File: src/rtl/peak_interval_counter.sv
// Measures sample-tick intervals between accepted peaks and hands each one to the
// BPM stage over a valid/ready port, with refractory rejection and loss-of-sync timeout.
module peak_interval_counter #(
    parameter int unsigned WIDTH        = 6,
    parameter int unsigned FS           = 25,
    parameter int unsigned MIN_INTERVAL = 8,
    parameter int unsigned MAX_INTERVAL = 2**WIDTH - 1
) (
    input  logic             clk,
    input  logic             rst,
    input  logic             en,
    input  logic             sample_tick,
    input  logic             peak_det,
    output logic [WIDTH-1:0] interval_count,
    output logic             interval_valid,
    input  logic             interval_ready,
    output logic             overrun,
    input  logic             overrun_clr,
    output logic             timeout
);

    // A zero MIN_INTERVAL would allow a zero interval to be published.
    if (FS == 0 || MIN_INTERVAL == 0 || MIN_INTERVAL > MAX_INTERVAL ||
        MAX_INTERVAL > 2**WIDTH - 1) begin : g_bad_params
        $error("peak_interval_counter: inconsistent parameters");
    end

    localparam logic [WIDTH:0] MIN_N = (WIDTH+1)'(MIN_INTERVAL);
    localparam logic [WIDTH:0] MAX_N = (WIDTH+1)'(MAX_INTERVAL);

    typedef enum logic {
        IDLE,
        COUNT
    } state_t;

    state_t           r_state;
    state_t           w_state_nxt;
    logic [WIDTH-1:0] r_cnt;
    logic [WIDTH-1:0] w_cnt_nxt;
    logic [WIDTH:0]   w_nxt;
    logic             w_pub;
    logic             w_to;

    logic [WIDTH-1:0] r_count;
    logic             r_valid;
    logic             r_overrun;
    logic             r_timeout;

    // One extra bit so the tick past MAX_INTERVAL is visible as an overflow.
    assign w_nxt = {1'b0, r_cnt} + (WIDTH+1)'(sample_tick);

    always_comb begin
        w_state_nxt = r_state;
        w_cnt_nxt   = r_cnt;
        w_pub       = 1'b0;
        w_to        = 1'b0;
        if (!en) begin
            w_state_nxt = IDLE;
            w_cnt_nxt   = '0;
        end else begin
            case (r_state)
                IDLE: begin
                    if (peak_det) begin
                        w_state_nxt = COUNT;
                        w_cnt_nxt   = '0;
                    end
                end
                COUNT: begin
                    if (w_nxt > MAX_N) begin
                        w_to        = 1'b1;
                        w_cnt_nxt   = '0;
                        w_state_nxt = peak_det ? COUNT : IDLE;
                    end else if (peak_det && (w_nxt >= MIN_N)) begin
                        w_pub     = 1'b1;
                        w_cnt_nxt = '0;
                    end else begin
                        w_cnt_nxt = w_nxt[WIDTH-1:0];
                    end
                end
                default: begin
                    w_state_nxt = IDLE;
                    w_cnt_nxt   = '0;
                end
            endcase
        end
    end

    always_ff @(posedge clk) begin
        if (rst) begin
            r_state   <= IDLE;
            r_cnt     <= '0;
            r_count   <= '0;
            r_valid   <= 1'b0;
            r_overrun <= 1'b0;
            r_timeout <= 1'b0;
        end else begin
            r_state   <= w_state_nxt;
            r_cnt     <= w_cnt_nxt;
            r_timeout <= w_to;

            // A publish coinciding with a transfer reloads and keeps valid high.
            if (w_pub) begin
                r_count <= w_nxt[WIDTH-1:0];
                r_valid <= 1'b1;
            end else if (r_valid && interval_ready) begin
                r_valid <= 1'b0;
            end

            if (w_pub && r_valid && !interval_ready) begin
                r_overrun <= 1'b1;
            end else if (overrun_clr) begin
                r_overrun <= 1'b0;
            end
        end
    end

    assign interval_count = r_count;
    assign interval_valid = r_valid;
    assign overrun        = r_overrun;
    assign timeout        = r_timeout;

endmodule

File: config.mk
export PLATFORM = sky130hd
export DESIGN_NAME = peak_interval_counter
export DESIGN_NICKNAME = d
export VERILOG_FILES = /design/src/rtl/peak_interval_counter.sv
export SDC_FILE = /design/constraint.sdc
export NUM_CORES = 1
export LEC_CHECK = 0
export ABC_AREA = 1
export CORE_UTILIZATION = 45
export CTS_CLUSTER_DIAMETER = 40
export DETAILED_ROUTE_END_ITERATION = 10
export PLACE_DENSITY = 0.79
export SYNTH_ARGS = -nofsm -noshare
export SYNTH_HDL_FRONTEND = slang
export SYNTH_SLANG_ARGS = --single-unit
File: constraint.sdc
create_clock -name clk -period 1.6 [get_ports clk]
set_input_delay 0.4 -clock clk [delete_from_list [all_inputs] [get_ports clk]]
set_output_delay 0.4 -clock clk [all_outputs]
set_load 0.02 [all_outputs]
**Word-level counts from Yosys, hierarchy flattened**

Cells that the tools add are included.

- Register bits: 16
- Bits in latches: 0
- Memory bits (writable): 0
- ROM bits: 0
- Input port bits: 7
- Logic and storage cells: 37
- Memories: 0

- Add/sub/neg operators: 1
- Multipliers: 0
- Divide/modulo/power cells: 0
- Order comparisons: 2
- Equal/unequal tests: 1
- Shifts and indexed selects: 0
- Muxes and demuxes: 16
- Bitwise logic cells: 2
- Reduce and logical (&&, ||, !) cells: 9

Operator list:

| operator | number |
|---|---|
| two-way mux 6 bit | 3 |
| one-hot mux 6 bit (2 select lines) | 1 |
| two-way mux 1 bit | 11 |
| adder 6 x 1 -> 7 bit | 1 |
| >= comparator 7 x 4 -> 1 bit, second input constant | 1 |
| greater-than comparator 7 x 6 -> 1 bit, second input constant | 1 |
| logical AND 1 bit | 4 |
| nonzero test 2 bit | 2 |
| OR reduction 3 bit | 1 |
| != test 2 bit, second input constant | 1 |
| NOT 1 bit | 2 |
| one-hot mux 1 bit (2 select lines) | 1 |
| OR reduction 2 bit | 1 |
| logical NOT 1 bit | 1 |

**Logic depth before layout (Yosys ltp)**

- Depth in word-level cells: 10
- Mapped depth: 13
- Mapped depth without buffers: 13

**Worst setup path before layout**

OpenSTA, ideal clock, no wires.

- Path kind: in2reg
- From: in sample_tick
- To: reg r_count[0], in the netlist interval_count[0]
- Setup time: 0.114 ns
- Arrival time: 1.564 ns
- Required time: 1.486 ns
- Path slack: -0.078 ns
- Stages on the path: 10
- Path buffers: 0
- Cell sequence: ha_1 ha_1 nand2_2 clkinv_2 nand3_2 inv_1 nor2_8 nand3_4 nor2_1 nor2_2

- Cells in the longest elaborated chain, start to end: 7
- Elaborated cells between the ends (all ways): 8
- Those cells by class: 1 x add/sub; 2 x order compare; 4 x mux; 1 x reduce/logical

Ends and longest elaborated chain:

| item | line | source |
|---|---|---|
| from (decl) | 12 | `input logic sample_tick,` |
| adder 6 x 1 -> 7 bit (*) | 50 | `assign w_nxt = {1'b0, r_cnt} + (WIDTH+1)'(sample_tick);` |
| >= comparator 7 x 4 -> 1 bit | 73 | `end else if (peak_det && (w_nxt >= MIN_N)) begin` |
| logical AND 1 bit | 73 |  |
| two-way mux 1 bit | 73 |  |
| two-way mux 1 bit | 69 | `if (w_nxt > MAX_N) begin` |
| two-way mux 1 bit | 61 | `case (r_state)` |
| two-way mux 1 bit | 57 | `if (!en) begin` |
| to (signal assigned) | 103 | `r_count <= w_nxt[WIDTH-1:0];` |
| to (decl) | 44 | `logic [WIDTH-1:0] r_count;` |

Every way passes the cells marked *; elsewhere a longest branch is shown, timed or not.
A chain may end at the register's enable or synchronous reset.

**Worst setup path after layout**

- From: reg r_cnt[0]
- To: reg r_count[1], in the netlist interval_count[1]

- Cells in the longest elaborated chain, start to end: 7
- Elaborated cells between the ends (all ways): 8
- Those cells by class: 1 x add/sub; 2 x order compare; 4 x mux; 1 x reduce/logical

Ends and longest elaborated chain:

| item | line | source |
|---|---|---|
| from (decl) | 38 | `logic [WIDTH-1:0] r_cnt;` |
| from (signal assigned) | 98 | `r_cnt <= w_cnt_nxt;` |
| adder 6 x 1 -> 7 bit (*) | 50 |  |
| >= comparator 7 x 4 -> 1 bit | 73 |  |
| logical AND 1 bit | 73 |  |
| two-way mux 1 bit | 73 |  |
| two-way mux 1 bit | 69 |  |
| two-way mux 1 bit | 61 |  |
| two-way mux 1 bit | 57 |  |

Marked as above.

==> impl_results.md <==
- Worst r2r src: r_cnt[0]
- Fmax: 0.619 GHz
- RSZ-0062 raised after global routing: true
- Final setup violation count: 3
- R2R Setup Slk: -10 ps
- Antenna Cells: 0
- Rel. slew slack: between 70 and 80%
- Port Buffer Count: 15
- Worst Path Required: between 1500 and 2000 ps
- TritonCTS buffer count: 3
- Final Skew: approximately 12 ps
- H-Tree Level Count: 1
- Clk pwr share: 36.9%
- GR Util All Layers: around 23%
- Final GP Congestion: around 0.86
- Peak VDD IR: 0.756 mV
- Mapped Area: between 800 and 900 um^2
- Synthesis-to-finish area growth: 52.5%
- Reg2Reg Capture Point: interval_count[1]
- Die Span Y: about 46 um
- Vias in the first global route: ~770
- Unique cell type count in the Yosys netlist: 20
- CTS tree: built
- Die X: 45.8 um
- # DRC: 0
- Placed instance area: 1150 um^2
- Fin crit period: 1610 ps
- Fillers: 138
- Crit Path Max Fanout: 6
- Largest net degree at the start of global routing: 10
- Fin Hold WS: 449 ps
- Most frequent cells after synthesis: nand2_1 (23), inv_1 (22), dfxtp_1 (16)
- Final setup margin: -14.9 ps
- Switching Share: about a quarter
- Final net count: 157
- Number of synthesized flops with an enable pin: 0
- Worst Setup SP: r_cnt[0]
- Tot Pwr: 742 uW
- Flop pwr share: 54.2%
- Worst skew pair latency: 290 ps
- Final core occ: between 70% and 80%
- Comb pwr share: 8.9%
- Iter 0 DRT Violations: 13
- Final Hold Viols: 0
- Failing checks: setup timing
- Worst slew pin tran: 436 ps
- R2R depth: 12
- Longest Clk Path Bufs: 2
- Drt wl/cell: 13.2 um
- Crit. End Element: flip-flop
- Crit path DAT: approximately 1800 ps
- Synth area leader: dfxtp_1
- Worst Setup Path Type: reg -> reg
- Synth Register Bits: 16
- Prevailing post-synth register cell: dfxtp_1
- WHS Path Cells: 2
- Top-area cell type share of the netlist area: 37.1%
- Vias/cell: 5.02
- Syn Area/Cell: 7.32 um^2
- Post-Syn Instances: 118
- TritonRoute pass-1 iters: 4
- Final Cycle Share: 101%
- Core ar.: 1760 um^2
- Leak: 0.585 nW
- Synth area leaders: dfxtp_1 (37%), nand2_1 (10%), inv_1 (9.6%)
- Max cap viols: 0
- CTS clk-pin slew, worst paths: 100 ps
- Grt total ovfl: 0
- Syn. warnings: 0
- Startpoint Class: flip-flop
- Die area: 2100 um^2
- I/O pins: 16
- Top-count cell post-synth: nand2_1
- Post-Place Setup Slack: -545 ps
- # clock sinks: 16
- Hpwl dp: 1520 um
- Sw Pwr: 173 uW
- Asr flop ratio synth: 0%
- Critical path destination: interval_count[1]
- Total number of vias: 864
- Layout cells sized above 1: 39.5%
- Num rows: 15
- Post-synthesis sequential area ratio: a little under two fifths
- Status: finished, violations left
- Power Density: 563 nW/um^2
- Initial antenna violation count: 0
- Antenna viol nets, final: 0
- Slew Limit Fails: 0
- Final Instance Area: 1320 um^2
- Internal power: 569 uW
- Root Driver: clkbuf_4
- First-pass GRT wire length: 3320 um
- Total Wirelength: between 2000 and 2500 um
- Worst hold path type: reg -> reg
- Syn nets: 127
- Initial Util: 48.9%
[state kept, by name, summed over array words and instances, names as in the netlist]
name and flops:
interval_valid 1, overrun 1, timeout 1, r_state 1
interval_count 6, r_cnt 6
[worst min-delay path by stage]
stage / start / endpoint / slack (ps)
after floorplan: r_cnt[0] / r_cnt[0] / 450
after global placement: interval_count[5] / interval_count[5] / 430
after detailed placement: interval_count[5] / interval_count[5] / 440
after CTS: interval_count[5] / interval_count[5] / 450
after global routing: interval_count[5] / interval_count[5] / 470
final: interval_count[5] / interval_count[5] / 450
[cells by family after synthesis]
family                   count (synthesis)  share of synthesized area, %
AO/OA/AOI/OAI                           10                          6.67
flip-flops                              16                          37.1
adder cells (fa/ha/maj)                  2                          2.90
buffers and inverters                   24                          11.7
AND/OR/NAND/NOR                         66                          41.6
[cell type report]
type / instances / area [um^2] / share of cell area (%)
multi-input cells: 79 / 601 / 45.6
flip-flops and latches: 16 / 322 / 24.4
inverters: 23 / 96.3 / 7.32
repair buffers: 25 / 230 / 17.5
clock buffers: 4 / 36.3 / 2.76
well taps: 25 / 31.3 / 2.38
[power by group through the flow]
stage	clock network, mW	registers [mW]	logic (mW)
floorplan	0	0.410	0.0258
global placement	0	0.410	0.0543
detailed placement	0	0.411	0.0560
CTS	0.277	0.402	0.0599
global route	0.299	0.402	0.0704
finish	0.273	0.402	0.0661
[timing repair]
item                                    4_1_cts  5_1_grt
hold buffers                                  0        0
endpoints found under the setup margin       23       15
resized for setup                            18       26
gates cloned                                  1        0
pin swaps                                    10       24
setup buffers                                 1        1
[layout by cell type (no fill, tap or decap), drive strengths merged]
cell	count
dlygate4sd2	8
nor3	1
clkdlybuf4s50	5
nor2	19
ha	2
o21ai	1
a21oi	8
dfxtp	16
inv	22
a32oi	1
dlymetal6s2s	1
nand2	31
nand4	6
clkbuf	4
clkdlybuf4s15	1
buf	10
clkinv	1
nand3	10
[critical path, stage by stage, from the launching register on]
cell and delay [ps]:
dfxtp_2 350, ha_4 170, ha_4 170, nand2_4 70, clkinv_4 70, nand2_4 70
nand2_4 60, nand2_4 80, nor2_4 40, nand2_4 110, nand3_4 150, nor2_4 150
nor2_2 40
[layer usage]
metal | vias up | track usage, % | part of all wire, %
li1 | 433 | - | -
met1 | 416 | 25.8 | 40
met2 | 13 | 41.1 | 56
met3 | 2 | 7.14 | 2.7
met4 | 0 | 5.29 | 0.53
met5 | - | 0 | 0
[stage by stage]
step	setup TNS (ps)	instances
final	-32.8	172
after global routing	-438	172
after CTS	-2.06	173
after detailed placement	-7340	167
after global placement	-6720	167
after floorplan	0	118
Power figures use the tool's default switching activity.
